File: src/rtl/bram_ctrl_pkg.sv
// Shared types and constants for the BRAM accessor control path.
package bram_ctrl_pkg;

    typedef enum logic [1:0] {
        S_IDLE  = 2'd0,
        S_ISSUE = 2'd1,
        S_WAIT  = 2'd2,
        S_DONE  = 2'd3
    } sched_state_t;

    localparam logic [1:0] ERR_OK      = 2'b00;
    localparam logic [1:0] ERR_TIMEOUT = 2'b01;
    localparam logic [1:0] ERR_ABORT   = 2'b10;

    localparam int unsigned MEM_SIZE_DEFAULT = 256;

endpackage

File: src/rtl/bram_run_watchdog.sv
// Per-run watchdog: counts enabled cycles since the last clear.
// o_expire flags the cycle that is the i_timeout-th enabled one.
module bram_run_watchdog #(
    parameter int TO_W = 16
) (
    input  logic            clk,
    input  logic            rst,
    input  logic            i_clear,
    input  logic            i_enable,
    input  logic [TO_W-1:0] i_timeout,
    output logic            o_expire
);

    logic [TO_W-1:0] r_cnt;

    always_ff @(posedge clk or posedge rst) begin
        if (rst) begin
            r_cnt <= '0;
        end else if (i_clear) begin
            r_cnt <= '0;
        end else if (i_enable && (r_cnt != '1)) begin
            r_cnt <= r_cnt + TO_W'(1);
        end
    end

    assign o_expire = i_enable && (i_timeout != '0) && (r_cnt == i_timeout - TO_W'(1));

endmodule

File: src/rtl/bram_run_scheduler.sv
// Splits a job into accessor runs of at most one chunk, with watchdog,
// abort and completion reporting.
module bram_run_scheduler
    import bram_ctrl_pkg::*;
#(
    parameter int CNT_BIT  = 31,
    parameter int MEM_SIZE = MEM_SIZE_DEFAULT,
    parameter int TO_W     = 16,
    parameter int IDX_W    = 16
) (
    input  logic               clk,
    input  logic               reset,
    input  logic               job_valid_i,
    output logic               job_ready_o,
    input  logic [CNT_BIT-1:0] job_total_i,
    input  logic [CNT_BIT-1:0] job_chunk_i,
    input  logic [TO_W-1:0]    timeout_i,
    input  logic               abort_i,
    input  logic               acc_idle_i,
    input  logic               acc_done_i,
    output logic               start_run_o,
    output logic [CNT_BIT-1:0] run_count_o,
    output logic               busy_o,
    output logic [IDX_W-1:0]   run_idx_o,
    output logic [CNT_BIT-1:0] remaining_o,
    output logic               job_done_o,
    output logic [1:0]         err_code_o
);

    localparam logic [CNT_BIT-1:0] LP_MEM = CNT_BIT'(MEM_SIZE);

    sched_state_t       r_state, w_state_nxt;
    logic [CNT_BIT-1:0] r_remaining, w_remaining_nxt;
    logic [CNT_BIT-1:0] r_chunk, w_chunk_nxt;
    logic [CNT_BIT-1:0] r_run_count, w_run_count_nxt;
    logic [IDX_W-1:0]   r_run_idx, w_run_idx_nxt;
    logic [1:0]         r_err, w_err_nxt;
    logic               r_start, w_start_nxt;
    logic [CNT_BIT-1:0] w_job_chunk;
    logic [CNT_BIT-1:0] w_issue_cnt;
    logic [CNT_BIT-1:0] w_rem_after;
    logic               w_wd_expire;

    assign w_job_chunk = ((job_chunk_i == '0) || (job_chunk_i > LP_MEM)) ? LP_MEM : job_chunk_i;
    // remaining only moves on done, so the issued length can be recomputed in WAIT
    assign w_issue_cnt = (r_chunk < r_remaining) ? r_chunk : r_remaining;
    assign w_rem_after = r_remaining - w_issue_cnt;

    bram_run_watchdog #(
        .TO_W (TO_W)
    ) u_watchdog (
        .clk       (clk),
        .rst       (reset),
        .i_clear   (w_start_nxt),
        .i_enable  (r_state == S_WAIT),
        .i_timeout (timeout_i),
        .o_expire  (w_wd_expire)
    );

    always_ff @(posedge clk or posedge reset) begin
        if (reset) begin
            r_state     <= S_IDLE;
            r_remaining <= '0;
            r_chunk     <= '0;
            r_run_count <= '0;
            r_run_idx   <= '0;
            r_err       <= ERR_OK;
            r_start     <= 1'b0;
        end else begin
            r_state     <= w_state_nxt;
            r_remaining <= w_remaining_nxt;
            r_chunk     <= w_chunk_nxt;
            r_run_count <= w_run_count_nxt;
            r_run_idx   <= w_run_idx_nxt;
            r_err       <= w_err_nxt;
            r_start     <= w_start_nxt;
        end
    end

    always_comb begin
        w_state_nxt     = r_state;
        w_remaining_nxt = r_remaining;
        w_chunk_nxt     = r_chunk;
        w_run_count_nxt = '0;
        w_run_idx_nxt   = r_run_idx;
        w_err_nxt       = r_err;
        w_start_nxt     = 1'b0;
        case (r_state)
            S_IDLE: begin
                if (job_valid_i) begin
                    w_remaining_nxt = job_total_i;
                    w_chunk_nxt     = w_job_chunk;
                    w_run_idx_nxt   = '0;
                    w_err_nxt       = ERR_OK;
                    w_state_nxt     = (job_total_i == '0) ? S_DONE : S_ISSUE;
                end
            end
            S_ISSUE: begin
                if (abort_i) begin
                    w_err_nxt   = ERR_ABORT;
                    w_state_nxt = S_DONE;
                end else if (acc_idle_i) begin
                    w_start_nxt     = 1'b1;
                    w_run_count_nxt = w_issue_cnt;
                    w_state_nxt     = S_WAIT;
                end
            end
            S_WAIT: begin
                if (acc_done_i) begin
                    w_remaining_nxt = w_rem_after;
                    w_run_idx_nxt   = (r_run_idx == '1) ? r_run_idx : r_run_idx + IDX_W'(1);
                    // a run that completes the job outranks a coincident abort
                    if (w_rem_after == '0) begin
                        w_state_nxt = S_DONE;
                    end else if (abort_i) begin
                        w_err_nxt   = ERR_ABORT;
                        w_state_nxt = S_DONE;
                    end else begin
                        w_state_nxt = S_ISSUE;
                    end
                end else if (abort_i) begin
                    w_err_nxt   = ERR_ABORT;
                    w_state_nxt = S_DONE;
                end else if (w_wd_expire) begin
                    w_err_nxt   = ERR_TIMEOUT;
                    w_state_nxt = S_DONE;
                end
            end
            S_DONE: begin
                w_state_nxt = S_IDLE;
            end
            default: begin
                w_state_nxt = S_IDLE;
            end
        endcase
    end

    assign job_ready_o = (r_state == S_IDLE);
    assign busy_o      = (r_state != S_IDLE);
    assign job_done_o  = (r_state == S_DONE);
    assign start_run_o = r_start;
    assign run_count_o = r_run_count;
    assign run_idx_o   = r_run_idx;
    assign remaining_o = r_remaining;
    assign err_code_o  = r_err;

endmodule

File: config.mk
export PLATFORM = sky130hd
export DESIGN_NAME = bram_run_scheduler
export DESIGN_NICKNAME = d
export VERILOG_FILES = /design/src/rtl/bram_ctrl_pkg.sv /design/src/rtl/bram_run_watchdog.sv /design/src/rtl/bram_run_scheduler.sv
export SDC_FILE = /design/constraint.sdc
export NUM_CORES = 1
export LEC_CHECK = 0
export CORE_ASPECT_RATIO = 2
export CORE_MARGIN = 5
export CORE_UTILIZATION = 35
export CTS_BUF_LIST = sky130_fd_sc_hd__clkbuf_4 sky130_fd_sc_hd__clkbuf_8 sky130_fd_sc_hd__clkbuf_16
export DETAILED_ROUTE_END_ITERATION = 16
export PLACE_DENSITY_LB_ADDON = 0.08
export SLEW_MARGIN = 40
export SYNTH_ARGS = -nofsm -noshare
export SYNTH_HDL_FRONTEND = slang
export SYNTH_HIERARCHICAL = 1
export SYNTH_SLANG_ARGS = --single-unit
File: constraint.sdc
create_clock -name clk -period 8.6 [get_ports clk]
set_input_delay 2.15 -clock clk [delete_from_list [all_inputs] [get_ports clk]]
set_output_delay 2.15 -clock clk [all_outputs]
set_load 0.1 [all_outputs]
Word-level counts from Yosys, hierarchy flattened
Index checks and enable logic that the tools add are counted.

Bits in registers: 130. Bits of input ports: 84. Word-level logic and storage cells: 78. Output and inout port bits: 84.

Eq/ne operators: 12. $lt $le $gt $ge: 2. Mux-type cells: 34. Add/subtract/negate cells: 4. Reduce and logical (&&, ||, !) cells: 18.

Operators with widths (number): $mux 31 (7); $logic_not 31->1 (3); $mux 16 (5); $pmux 31 s2 (1); $add 16x1->16 const B (2); $pmux 16 s2 (1); $gt 31x9->1 const B (1); $lt 31x31->1 (1); $sub 31x31->31 (1); $mux 2 (15); $eq 16x16->1 (1); $eq 16x16->1 const B (1); $ne 16x16->1 const B (1); $reduce_bool 16->1 (1); $sub 16x1->16 const B (1); $pmux 2 s4 (1); $reduce_and 4->1 (2); $ne 2x2->1 const B (3); $ne 3x3->1 const B (2); $pmux 2 s3 (1); $reduce_and 3->1 (2); $reduce_bool 2->1 (3); $eq 2x2->1 const B (2); $ne 4x4->1 const B (1); 7 further kinds (11).

Longest topological paths before layout
Gate-level depths: netlist of run 1.

Depth after elaboration: 7. Depth in mapped cells: 24. Gate-level depth less buffers: 23.

Cells and area by module
The synthesis of run 1 kept the hierarchy.

By module, submodules not included: bram_run_scheduler (instances 1, area an instance 7448.4 um^2, sequential area each 2852.7 um^2, cells each 859); bram_run_watchdog (instances 1, area an instance 1338.8 um^2, sequential area each 400.4 um^2, cells each 155).

Worst setup path after synthesis of run 1
Ideal clock, no wire load.

Path kind: reg2reg. From: register r_remaining[28] (netlist: remaining_o[28]). To: register r_state[1]. Clock period less this slack: 5.342 ns. Stages on the path, launching flop included: 24. Data required time: 8.535 ns. Path buffers: 1. Library setup time: 0.065 ns. Data arrival time: 5.277 ns. Path slack: 3.258 ns. Cell sequence: dfrtp_1 > inv_1 > ha_1 > a21o_1 > a21o_1 > a221oi_1 > o21ai_0 > nor2_1 > clkbuf_1 > nor2_1 > a21oi_1 > inv_1 > fa_1 > nand2b_1 > a21o_1 > a21oi_2 > o21a_1 > o2111ai_1 > nor4b_2 > nand3_1 > nor4b_2 > nand4_1 > a31oi_1 > o22a_1.

Cells in the longest elaborated chain, start to end: 7.

RTL lines: from (decl) (RTL line bram_run_scheduler.sv:33) `logic [CNT_BIT-1:0] r_remaining, w_remaining_nxt;`; from (signal assigned) (RTL line bram_run_scheduler.sv:71) `r_remaining <= w_remaining_nxt;`; $lt 31x31->1 (RTL line bram_run_scheduler.sv:46) `assign w_issue_cnt = (r_chunk < r_remaining) ? r_chunk : r_remaining;`; $mux 31 (RTL line bram_run_scheduler.sv:46); $sub 31x31->31 * (RTL line bram_run_scheduler.sv:47) `assign w_rem_after = r_remaining - w_issue_cnt;`; $logic_not 31->1 * (RTL line bram_run_scheduler.sv:113) `if (w_rem_after == '0) begin`; $mux 2 * (RTL line bram_run_scheduler.sv:113); $mux 2 * (RTL line bram_run_scheduler.sv:109) `if (acc_done_i) begin`; $pmux 2 s4 * (RTL line bram_run_scheduler.sv:88) `case (r_state)`; to (signal assigned) (RTL line bram_run_scheduler.sv:70) `r_state <= w_state_nxt;`; to (decl) (RTL line bram_run_scheduler.sv:32) `sched_state_t r_state, w_state_nxt;`.

Mark *: on every way between the ends. The rest lies on a longest branch, timed or not. A chain may end at the register's enable or synchronous reset.

Final worst setup path of run 1
From: register r_remaining[28] (netlist: remaining_o[28]). To: register r_err[1] (netlist: err_code_o[1]).

Cells in the longest elaborated chain, start to end: 6.

RTL lines: $lt 31x31->1 (RTL line bram_run_scheduler.sv:46); $mux 31 (RTL line bram_run_scheduler.sv:46); $sub 31x31->31 * (RTL line bram_run_scheduler.sv:47); $logic_not 31->1 * (RTL line bram_run_scheduler.sv:113); $ne 3x3->1 (no source line) *; $reduce_and 4->1 (no source line) *; to (signal assigned) (RTL line bram_run_scheduler.sv:75) `r_err <= w_err_nxt;`; to (decl) (RTL line bram_run_scheduler.sv:37) `logic [1:0] r_err, w_err_nxt;`.

Marks and branches as above.

==> run summary, run 1 <==
Outcome = complete, no violations
CTS sink cnt = 130
Synth Net Count = 1167
Int Pwr = 0.00197 W
GPL Wtd Cong = 0.956
Fin. Hold Viols = 0
PnR worst setup slack = 2600 ps
Sw Ratio = 0.527
Share of cells above drive strength 1 = 0.125
Reg area = 3250 sq um
Clk Latency, worst-skew pair = 450 ps
Initial antenna violation count = 0
Diode count = 0
First-pass GRT wire length = 46.7 mm
Fraction of registers with async set/reset = 1.00
DR vias/cell = 5.28
Clock group share of total power = 0.212
Worst Path Buf+Inv = 1
Ports = 168
CP cell instances = inv_1, ha_1, a21o_1, a21o_1, a221oi_1, o21ai_0, nor2_4, o21ai_0, ha_1, fa_1, nand2b_1, a21o_1, a21oi_2, o21a_1, o2111ai_1, nor4b_2, nand3_1, nor4b_2, nand4_1, a21oi_1, a21oi_1
Most frequent CP cell = a21o_1
Fmax = 167 MHz
Drt pass-1 iters = 5
Die Wd = 122 microns
Worst min path class = reg -> reg
Reported net switching power = 0.00220 W
Worst vdd ir = 0.129 mV
Total Nets Final = 1326
Number of CTS-inserted buffers = 17
Antenna Nets Post-Route = 0
Critical Path AT = 6320 ps
Core area = 24900 sq um
Mapped Area = 8790 sq um
Synth Register Bits = 130
Primary FF master, synth = dfrtp_1
Comb power frac = 0.586
Setup crit end kind = flip-flop
Post-Route Setup TNS = 0 ps
CTS tree = yes
Fin crit share = 0.697
Post-Synthesis Cells = 1014
Pre-CTS setup slack = 2590 ps
Max incr delay on CP = 700 ps
Clk root buf = clkbuf_16
Fillers = 2527
Initial Utilization = 0.352
Hold buffers post-CTS = 0
Max-capacitance violation count = 0
DRC violations left = 0
Max FO, Critical Path = 38
Clock Tree Buf Depth = 2
Least-Margin Pin Slew = 795 ps
Worst relative slew slack = 0.469
Worst path top cell family by delay = compound AO/OA/AOI/OAI gates
Synth Area per Inst = 8.67 sq um
Startpoint Class = flip-flop
Multi-input gate area = 5230 sq um
Layout area overhead = 26.2%
Post-DP HPWL = 24.4 mm
Vias = 8040
Post-CTS Resized = 0
Seq pwr share = 0.203
RSZ-0062 raised after global routing = false
Number of port buffers = 167
Die height = 234 microns
Vias in the first global route = 8486
Largest net degree at the start of global routing = 65
Kind of critical path = reg -> reg
Grt total ovfl = 0
Pwr dens = 376 nW/um^2
Max-slew violations = 0
Post-CTS Repair Setup Buffers = 0
CP max stage cell = nor2_4
# rows = 82
Die ar. = 28600 sq um
GRT Total Usage = 0.217
Register area share after synthesis = 0.370
Req. time, crit path = 8920 ps
Pleak = 5.03 nW
Post-Route WL = 30.5 mm
# H-tree levels = 4
Final setup violation count = 0
Worst-path clk slew = 60 ps
Most frequent cells in the layout = nor2_1 (130), dfrtp_1 (130), a21oi_1 (90), nand2_1 (88), buf_2 (84)
Ys Warns = 6
Initial DRC Count = 251
Post-synth EDFFs = 0
Final Skew = 12.9 ps
Wire per inst = 20.0 microns
Min Tclk post-route = 6000 ps
Yosys cell types = 68
Yosys cell counts (5+ instances only):
cell	n	share of area
or3_1	5	0.0036
xor2_1	37	0.037
a31oi_1	8	0.0057
o21ai_1	7	0.0040
and2_1	27	0.019
xnor2_1	37	0.037
a21oi_1	90	0.051
nor2_1	132	0.056
o211ai_1	11	0.0094
nand4_1	27	0.019
mux2i_1	25	0.028
nor4_1	18	0.013
inv_1	48	0.021
dfrtp_1	130	0.37
a211oi_1	7	0.0060
nand2b_1	8	0.0057
ha_1	68	0.097
nor3_1	18	0.010
clkbuf_1	27	0.012
o21ai_0	62	0.035
a22o_1	8	0.0080
a21o_1	12	0.010
and4_1	7	0.0070
nand3_1	23	0.013
nand2_1	88	0.038
state kept, by name, indices dropped and copies added, names as in the netlist:
register,cells
r_chunk,31
remaining_o,31
run_count_o,31
run_idx_o,16
u_watchdog/r_cnt,16
err_code_o,2
r_state,2
start_run_o,1
routing by layer:
layer,routed length [microns],share of wire,global-route usage,vias to the layer above
li1,-,-,-,3936
met1,10300,0.34,0.201,3817
met2,17200,0.56,0.423,211
met3,1160,0.038,0.0391,76
met4,1850,0.061,0.139,0
met5,0,0,0,-
per-stage QoR:
step	power (W)	hold WS [ps]	instances	cell area [sq um]	utilization
floorplan	0.00266	481	1014	8790	-
global placement	0.00339	505	1490	10800	0.433
detailed placement	0.00331	507	1490	10400	0.417
CTS	0.00421	524	1522	11100	0.445
global route	0.00442	547	1522	11100	0.445
finish	0.00417	523	1522	11100	0.445
power by group through the flow:
stage,logic (W),clock network [W],registers [W]
final,0.00245,0.000883,0.000845
after global placement,0.00253,0,0.000860
after floorplan,0.00129,0,0.00137
after CTS,0.00246,0.000903,0.000848
after detailed placement,0.00245,0,0.000858
after global routing,0.00263,0.000925,0.000863
area by class of cell:
class                   instances  share of cell area
clock inverters                15              0.0249
clock buffers                  17              0.0384
well taps                     336              0.0379
repair buffers                174               0.118
inverters                      48              0.0167
multi-input cells             802               0.471
flip-flops and latches        130               0.293
kinds of logic after synthesis:
family / count (synthesis) / share of synthesized area
flops: 130 / 0.370
compound gates: 248 / 0.174
buf+inv: 82 / 0.0369
mux: 25 / 0.0285
xor+xnor: 74 / 0.0738
fa+ha+maj: 69 / 0.0991
simple gates: 386 / 0.218
worst register-to-register path, delay by kind of cell (launching register included):
kind                     cells  cell delay, ps
AO/OA/AOI/OAI               11            2290
adder cells (fa/ha/maj)      3            1030
buffers and inverters        1             110
flip-flops                   1             430
AND/OR/NAND/NOR              6            2030
path summary, 6_finish.rpt:
check / cells past startpoint / start / slack (ps) / end
worst min-delay path: 1 / r_chunk[17]$_DFFE_PP0P_ / 520 / r_chunk[17]$_DFFE_PP0P_
min in group asynchronous: 2 / reset / 2210 / r_state[0]$_DFFE_PP0P_
max in group asynchronous: 3 / reset / 5270 / run_count_o[12]$_DFF_PP0_
worst max register to register: 21 / remaining_o[28]$_DFFE_PP0P_ / 2600 / err_code_o[1]$_DFFE_PP0P_
worst max-delay path: 21 / remaining_o[28]$_DFFE_PP0P_ / 2600 / err_code_o[1]$_DFFE_PP0P_
worst min register to register: 1 / r_chunk[17]$_DFFE_PP0P_ / 520 / r_chunk[17]$_DFFE_PP0P_
Note: power is estimated with default switching activity, not from simulation.
==> run 2: changes to the inputs <==
==> constraint.sdc (replaced) <==
create_clock -name clk -period 5.1 [get_ports clk]
set_input_delay 1.275 -clock clk [delete_from_list [all_inputs] [get_ports clk]]
set_output_delay 1.275 -clock clk [all_outputs]
set_load 0.1 [all_outputs]
==> run 2 against run 1 <==
Against the previous run:
- the flow now finishes with violations (negative setup slack)
- worst setup slack lost 2700 ps
- largest power group unchanged
- global-route usage grew 1.5 points
- design area grew 16%
- utilization grew 7.3 points
- largest cell class unchanged
- non-clock buffer count grew 185
- combinational power grew 130%
- die area is the same
- final cell count grew 12%
==> run summary, run 2 (synthesized netlist as in run 1, its figures left out) <==
Outcome = finished with violations (was complete, no violations)
Failing checks = negative setup slack
Clock Tree Buf Depth = 2 (unchanged)
Fillers = 2472 (was 2527)
Post-Route WL = 32.9 mm (was 30.5 mm)
Number of CTS-inserted buffers = 17 (unchanged)
Pwr dens = 652 nW/um^2 (was 376 nW/um^2)
Worst Path Buf+Inv = 3 (was 1)
Wire per inst = 19.3 microns (was 20.0 microns)
# rows = 82 (unchanged)
CP startpoint = r_chunk[16]$_DFFE_PP0P_ (was remaining_o[28]$_DFFE_PP0P_)
Core area = 24900 sq um (unchanged)
Die ar. = 28600 sq um (unchanged)
Inst Count DP = 1661 (was 1490)
Worst flop-to-flop path startpoint = r_chunk[16]$_DFFE_PP0P_ (was remaining_o[28]$_DFFE_PP0P_)
Req. time, crit path = 5470 ps (was 8920 ps)
Total Nets Final = 1512 (was 1326)
Die Wd = 122 microns (unchanged)
Multi-input gate area = 5560 sq um (was 5230 sq um)
Diode count = 0 (unchanged)
Number of port buffers = 167 (unchanged)
Initial antenna violation count = 0 (unchanged)
CP cell instances = ha_4, a21oi_2, o21ai_2, a41oi_2, or4_4, a41oi_4, nor2_4, buf_6, nor2_1, a21oi_2, ha_4, nand3b_1, a211oi_2, nor2_2, buf_4, o311a_4, nor4b_4, nand3_2, nor4b_4, nand4_1, buf_4, a21oi_2 (was inv_1, ha_1, a21o_1, a21o_1, a221oi_1, o21ai_0, nor2_4, o21ai_0, ha_1, fa_1, nand2b_1, a21o_1, a21oi_2, o21a_1, o2111ai_1, nor4b_2, nand3_1, nor4b_2, nand4_1, a21oi_1, a21oi_1)
CP max stage cell = or4_4 (was nor2_4)
Fin. Hold Viols = 0 (unchanged)
Min Tclk post-route = 5150 ps (was 6000 ps)
Layout area overhead = 46.9% (was 26.2%)
Least-Margin Pin Slew = 838 ps (was 795 ps)
Initial Utilization = 0.352 (unchanged)
Clk root buf = clkbuf_16 (unchanged)
CTS sink cnt = 130 (unchanged)
Worst min path class = reg -> reg (unchanged)
Vias in the first global route = 9215 (was 8486)
Worst-path clk slew = 60 ps (about the same)
Worst Reg-to-Reg Cells = 22 (was 21)
Clk Latency, worst-skew pair = 440 ps (was 450 ps)
RSZ-0062 raised after global routing = true (was false)
Hold buffers post-CTS = 0 (unchanged)
GPL Wtd Cong = 0.941 (was 0.956)
Ports = 168 (unchanged)
# H-tree levels = 4 (unchanged)
Die height = 234 microns (unchanged)
Fin crit share = 1.01 (was 0.697)
Grt total ovfl = 0 (unchanged)
Post-Layout Cell Count = 1708 (was 1522)
Post-DP Area = 11700 sq um (was 10400 sq um)
DRC violations left = 0 (unchanged)
Worst Min Path Start = r_chunk[24]$_DFFE_PP0P_ (was r_chunk[17]$_DFFE_PP0P_)
Reg area = 3280 sq um (was 3250 sq um)
Hold path depth = 1 (unchanged)
Max FO, Critical Path = 4 (was 38)
Worst relative slew slack = 0.441 (was 0.469)
Worst path top cell family by delay = simple AND/OR/NAND/NOR gates (was compound AO/OA/AOI/OAI gates)
PnR worst setup slack = -49.6 ps (was 2600 ps)
Final setup violation count = 2 (was 0)
Setup crit end kind = flip-flop (unchanged)
Post-DP HPWL = 26.4 mm (was 24.4 mm)
Share of cells above drive strength 1 = 0.294 (was 0.125)
Largest net degree at the start of global routing = 69 (was 65)
Kind of critical path = reg -> reg (unchanged)
Most frequent CP cell = a21oi_2 (was a21o_1)
Antenna Nets Post-Route = 0 (unchanged)
Initial DRC Count = 308 (was 251)
Most frequent cells in the layout = buf_4 (186), nor2_1 (127), dfrtp_1 (106), nand2_1 (88), buf_2 (84) (was nor2_1 (130), dfrtp_1 (130), a21oi_1 (90), nand2_1 (88), buf_2 (84))
Critical Path AT = 5520 ps (was 6320 ps)
Fmax = 194 MHz (was 167 MHz)
Fin util = 0.518 (was 0.445)
First-pass GRT wire length = 49.9 mm (was 46.7 mm)
Worst path depth = 22 (was 21)
Pwr Total = 0.00842 W (was 0.00417 W)
Commonest non-fill, non-tap cell in the layout = buf_4
Drt pass-1 iters = 4 (was 5)
Max incr delay on CP = 580 ps (was 700 ps)
Max-slew violations = 0 (unchanged)
Vias = 8757 (was 8040)
DR vias/cell = 5.13 (was 5.28)
Max-capacitance violation count = 0 (unchanged)
Final Skew = 13.6 ps (was 12.9 ps)
Design area = 12900 sq um (was 11100 sq um)
GRT Total Usage = 0.233 (was 0.217)
Pleak = 5.98 nW (was 5.03 nW)
CTS tree = yes (unchanged)
Startpoint Class = flip-flop (unchanged)
Worst vdd ir = 0.262 mV (was 0.129 mV)
run 2: timing repair:
item,CTS,global route
setup endpoints to repair,3,9
cloned,1,0
resized for setup,34,31
buffers inserted,3,11
pin swaps,15,25
run 2: routing by layer:
layer,share of wire,global-route usage,up-vias
met1,0.33,0.209,4187
met2,0.59,0.477,191
li1,-,-,4307
met5,0,0,-
met4,0.053,0.129,0
met3,0.028,0.0328,72
run 2: through the flow:
stage | setup WS (ps) | setup TNS (ps) | hold WS (ps)
floorplan | 30.0 | 0 | 481
global placement | -280 | -690 | 497
detailed placement | -280 | -710 | 506
CTS | -4.38 | -4.38 | 525
global route | -181 | -462 | 542
finish | -49.6 | -89.3 | 523
run 2: path summary, 6_finish.rpt:
check                      slack [ps]                    endpoint
min reg2reg                       520     r_chunk[24]$_DFFE_PP0P_
max in group asynchronous        3030  remaining_o[4]$_DFFE_PP0P_
min                               520     r_chunk[24]$_DFFE_PP0P_
min in group asynchronous        1370    run_count_o[8]$_DFF_PP0_
max                               -50   err_code_o[0]$_DFFE_PP0P_
max reg2reg                       -50   err_code_o[0]$_DFFE_PP0P_
run 2: cell type report:
| type | instances | area share |
|---|---|---|
| sequential | 130 | 0.254 |
| clock inverter | 8 | 0.0170 |
| timing repair buffer | 359 | 0.212 |
| inverter | 48 | 0.0143 |
| tap | 336 | 0.0326 |
| multi-input combinational | 803 | 0.431 |
| clock buffer | 24 | 0.0395 |
run 2: report_power, final:
| part | switching [W] | total (W) | internal (W) |
|---|---|---|---|
| logic | 0.00341 | 0.00552 | 0.00211 |
| registers | 0.000156 | 0.00138 | 0.00122 |
| clock network | 0.000476 | 0.00152 | 0.00104 |
| total | 0.00405 | 0.00842 | 0.00437 |
==> run 3: changes to the inputs <==
--- a/config.mk
+++ b/config.mk
@@ -11,6 +11,7 @@
 export CTS_BUF_LIST = sky130_fd_sc_hd__clkbuf_4 sky130_fd_sc_hd__clkbuf_8 sky130_fd_sc_hd__clkbuf_16
 export DETAILED_ROUTE_END_ITERATION = 16
 export PLACE_DENSITY_LB_ADDON = 0.08
+export SKIP_CTS_REPAIR_TIMING = 1
 export SLEW_MARGIN = 40
 export SYNTH_ARGS = -nofsm -noshare
 export SYNTH_HDL_FRONTEND = slang
==> run 3 against run 2 <==
Against the previous run:
- the run now ends clean
- clock skew is 0.51 ps lower
- total power is 1.1% higher
- count of clock-buffer cells in the layout stayed put
- critical endpoint is now err_code_o[1]$_DFFE_PP0P_
==> run summary, run 3 (synthesized netlist as in run 1, its figures left out) <==
Outcome = complete, no violations (was finished with violations)
Met1 global-route usage = 0.206 (was 0.209)
Layout area overhead = 47.5% (was 46.9%)
Inst Count DP = 1661 (unchanged)
Clk root buf = clkbuf_16 (unchanged)
Worst Reg-to-Reg Cells = 23 (was 22)
Share of cells above drive strength 1 = 0.302 (was 0.294)
Worst R2R End = err_code_o[1]$_DFFE_PP0P_ (was err_code_o[0]$_DFFE_PP0P_)
Sw Ratio = 0.479 (was 0.481)
Reported net switching power = 0.00408 W (was 0.00405 W)
Core area = 24900 sq um (unchanged)
Reg2Reg Setup Slack = 70 ps (was -50 ps)
Critical Path AT = 5350 ps (was 5520 ps)
Worst min path class = reg -> reg (unchanged)
Die Wd = 122 microns (unchanged)
Wire per inst = 19.4 microns (was 19.3 microns)
Final setup violation count = 0 (was 2)
Clk Latency, worst-skew pair = 440 ps (about the same)
GPL Wtd Cong = 0.941 (unchanged)
Largest net degree at the start of global routing = 69 (unchanged)
Comb power frac = 0.659 (was 0.656)
Post-Layout Cell Count = 1708 (unchanged)
Grt peak-use layer = met2 (unchanged)
Met3 Usage GRT = 0.0331 (was 0.0328)
Worst-path clk slew = 60 ps (about the same)
CTS sink cnt = 130 (unchanged)
Clock Tree Buf Depth = 2 (unchanged)
Fillers = 2463 (was 2472)
# rows = 82 (unchanged)
Post-DP Area = 11700 sq um (unchanged)
Post-Route WL = 33.1 mm (was 32.9 mm)
GRT Total Usage = 0.231 (was 0.233)
Worst relative slew slack = 0.450 (was 0.441)
Diode count = 0 (unchanged)
Least-Margin Pin Slew = 826 ps (was 838 ps)
Vias = 8812 (was 8757)
Max FO, Critical Path = 5 (was 4)
CTS tree = yes (unchanged)
Int Pwr = 0.00443 W (was 0.00437 W)
Setup crit end kind = flip-flop (unchanged)
Startpoint Class = flip-flop (unchanged)
Max-capacitance violation count = 0 (unchanged)
Kind of critical path = reg -> reg (unchanged)
DRC violations left = 0 (unchanged)
First-pass GRT wire length = 49.5 mm (was 49.9 mm)
Fin util = 0.520 (was 0.518)
Pwr dens = 656 nW/um^2 (was 652 nW/um^2)
Initial Utilization = 0.352 (unchanged)
Number of CTS-inserted buffers = 17 (unchanged)
Worst flop-to-flop path startpoint = r_chunk[17]$_DFFE_PP0P_ (was r_chunk[16]$_DFFE_PP0P_)
Die ar. = 28600 sq um (unchanged)
Min Tclk post-route = 5030 ps (was 5150 ps)
Clock group share of total power = 0.178 (was 0.180)
Antenna Nets Post-Route = 0 (unchanged)
Final Skew = 13.1 ps (was 13.6 ps)
Hold Crit Endpoint = r_chunk[24]$_DFFE_PP0P_ (unchanged)
Fin crit share = 0.987 (was 1.01)
Req. time, crit path = 5420 ps (was 5470 ps)
# H-tree levels = 4 (unchanged)
RSZ-0062 raised after global routing = true (unchanged)
Grt total ovfl = 0 (unchanged)
Hold path depth = 1 (unchanged)
Hold slack = 528 ps (was 523 ps)
Initial antenna violation count = 0 (unchanged)
Global routing usage on met2 = 0.475 (was 0.477)
Ports = 168 (unchanged)
Die height = 234 microns (unchanged)
Total Nets Final = 1512 (unchanged)
Vias in the first global route = 9147 (was 9215)
Pleak = 5.98 nW (about the same)
Number of port buffers = 167 (unchanged)
Fmax = 199 MHz (was 194 MHz)
Drt pass-1 iters = 4 (unchanged)
Fin. Hold Viols = 0 (unchanged)
Post-Route Setup TNS = 0 ps (was -89.3 ps)
DR vias/cell = 5.16 (was 5.13)
Seq pwr share = 0.162 (was 0.164)
Most frequent cells in the layout = buf_4 (186), nor2_1 (126), dfrtp_1 (106), nand2_1 (85), buf_2 (84) (was buf_4 (186), nor2_1 (127), dfrtp_1 (106), nand2_1 (88), buf_2 (84))
Worst Min Path Start = r_chunk[24]$_DFFE_PP0P_ (unchanged)
Post-DP HPWL = 26.4 mm (unchanged)
Initial DRC Count = 308 (unchanged)
Worst vdd ir = 0.262 mV (about the same)
Design area = 13000 sq um (was 12900 sq um)
Commonest non-fill, non-tap cell in the layout = buf_4 (unchanged)
Max-slew violations = 0 (unchanged)
==> run 3: how the worst max path moves through the flow <==
stage                                      startpoint                        end  slack [ps]  cells past startpoint
after floorplan           remaining_o[14]$_DFFE_PP0P_     r_state[1]$_DFFE_PP0P_          30                     22
after global placement    remaining_o[28]$_DFFE_PP0P_  err_code_o[1]$_DFFE_PP0P_        -280                     22
after detailed placement  remaining_o[28]$_DFFE_PP0P_  err_code_o[1]$_DFFE_PP0P_        -280                     21
after CTS                 remaining_o[28]$_DFFE_PP0P_  err_code_o[1]$_DFFE_PP0P_        -310                     21
after global routing          r_chunk[17]$_DFFE_PP0P_  err_code_o[1]$_DFFE_PP0P_        -110                     22
final                         r_chunk[17]$_DFFE_PP0P_  err_code_o[1]$_DFFE_PP0P_          70                     23
==> run 3: routing by layer <==
layer | vias up | wire length (microns)
li1 | 4310 | -
met1 | 4222 | 11000
met2 | 210 | 19400
met3 | 70 | 959
met4 | 0 | 1780
met5 | - | 0
==> run 3: cell type report <==
class	count	area (sq um)	share of cell area
flip-flops and latches	130	3280	0.253
clock buffers	24	509	0.0393
clock inverters	8	219	0.0169
multi-input cells	803	5610	0.433
repair buffers	359	2730	0.211
well taps	336	420	0.0324
inverters	48	185	0.0143
==> run 3: metrics by stage <==
step / worst slack (ps) / power, W
2_1_floorplan: 30.0 / 0.00450
3_3_place_gp: -280 / 0.00680
3_5_place_dp: -280 / 0.00665
4_1_cts: -314 / 0.00821
5_1_grt: -112 / 0.00898
6_report: 66.2 / 0.00851
==> run 3: power by group through the flow <==
stage | Combinational [W] | Sequential, W | Clock (W)
2_1_floorplan | 0.00217 | 0.00233 | 0
3_3_place_gp | 0.00541 | 0.00139 | 0
3_5_place_dp | 0.00526 | 0.00139 | 0
4_1_cts | 0.00529 | 0.00138 | 0.00155
5_1_grt | 0.00600 | 0.00140 | 0.00159
6_report | 0.00561 | 0.00138 | 0.00152
==> run 3: worst max-delay path, stage by stage, from the launching register on <==
cell and delay (ps):
dfrtp_1 440, ha_4 300, nand2_2 50, o21ai_2 160, a41oi_2 70, or4_4 530, a41oi_4 270, buf_6 160
nor2_4 50, nor2_2 110, a21oi_2 60, buf_4 150, ha_4 250, nand3b_1 160, a211oi_2 330, nor2_2 120
xnor2_2 170, or3_4 350, nor4b_4 300, nand3_2 170, nor4b_4 280, nand4_1 200, a21oi_1 180, a21oi_1 50
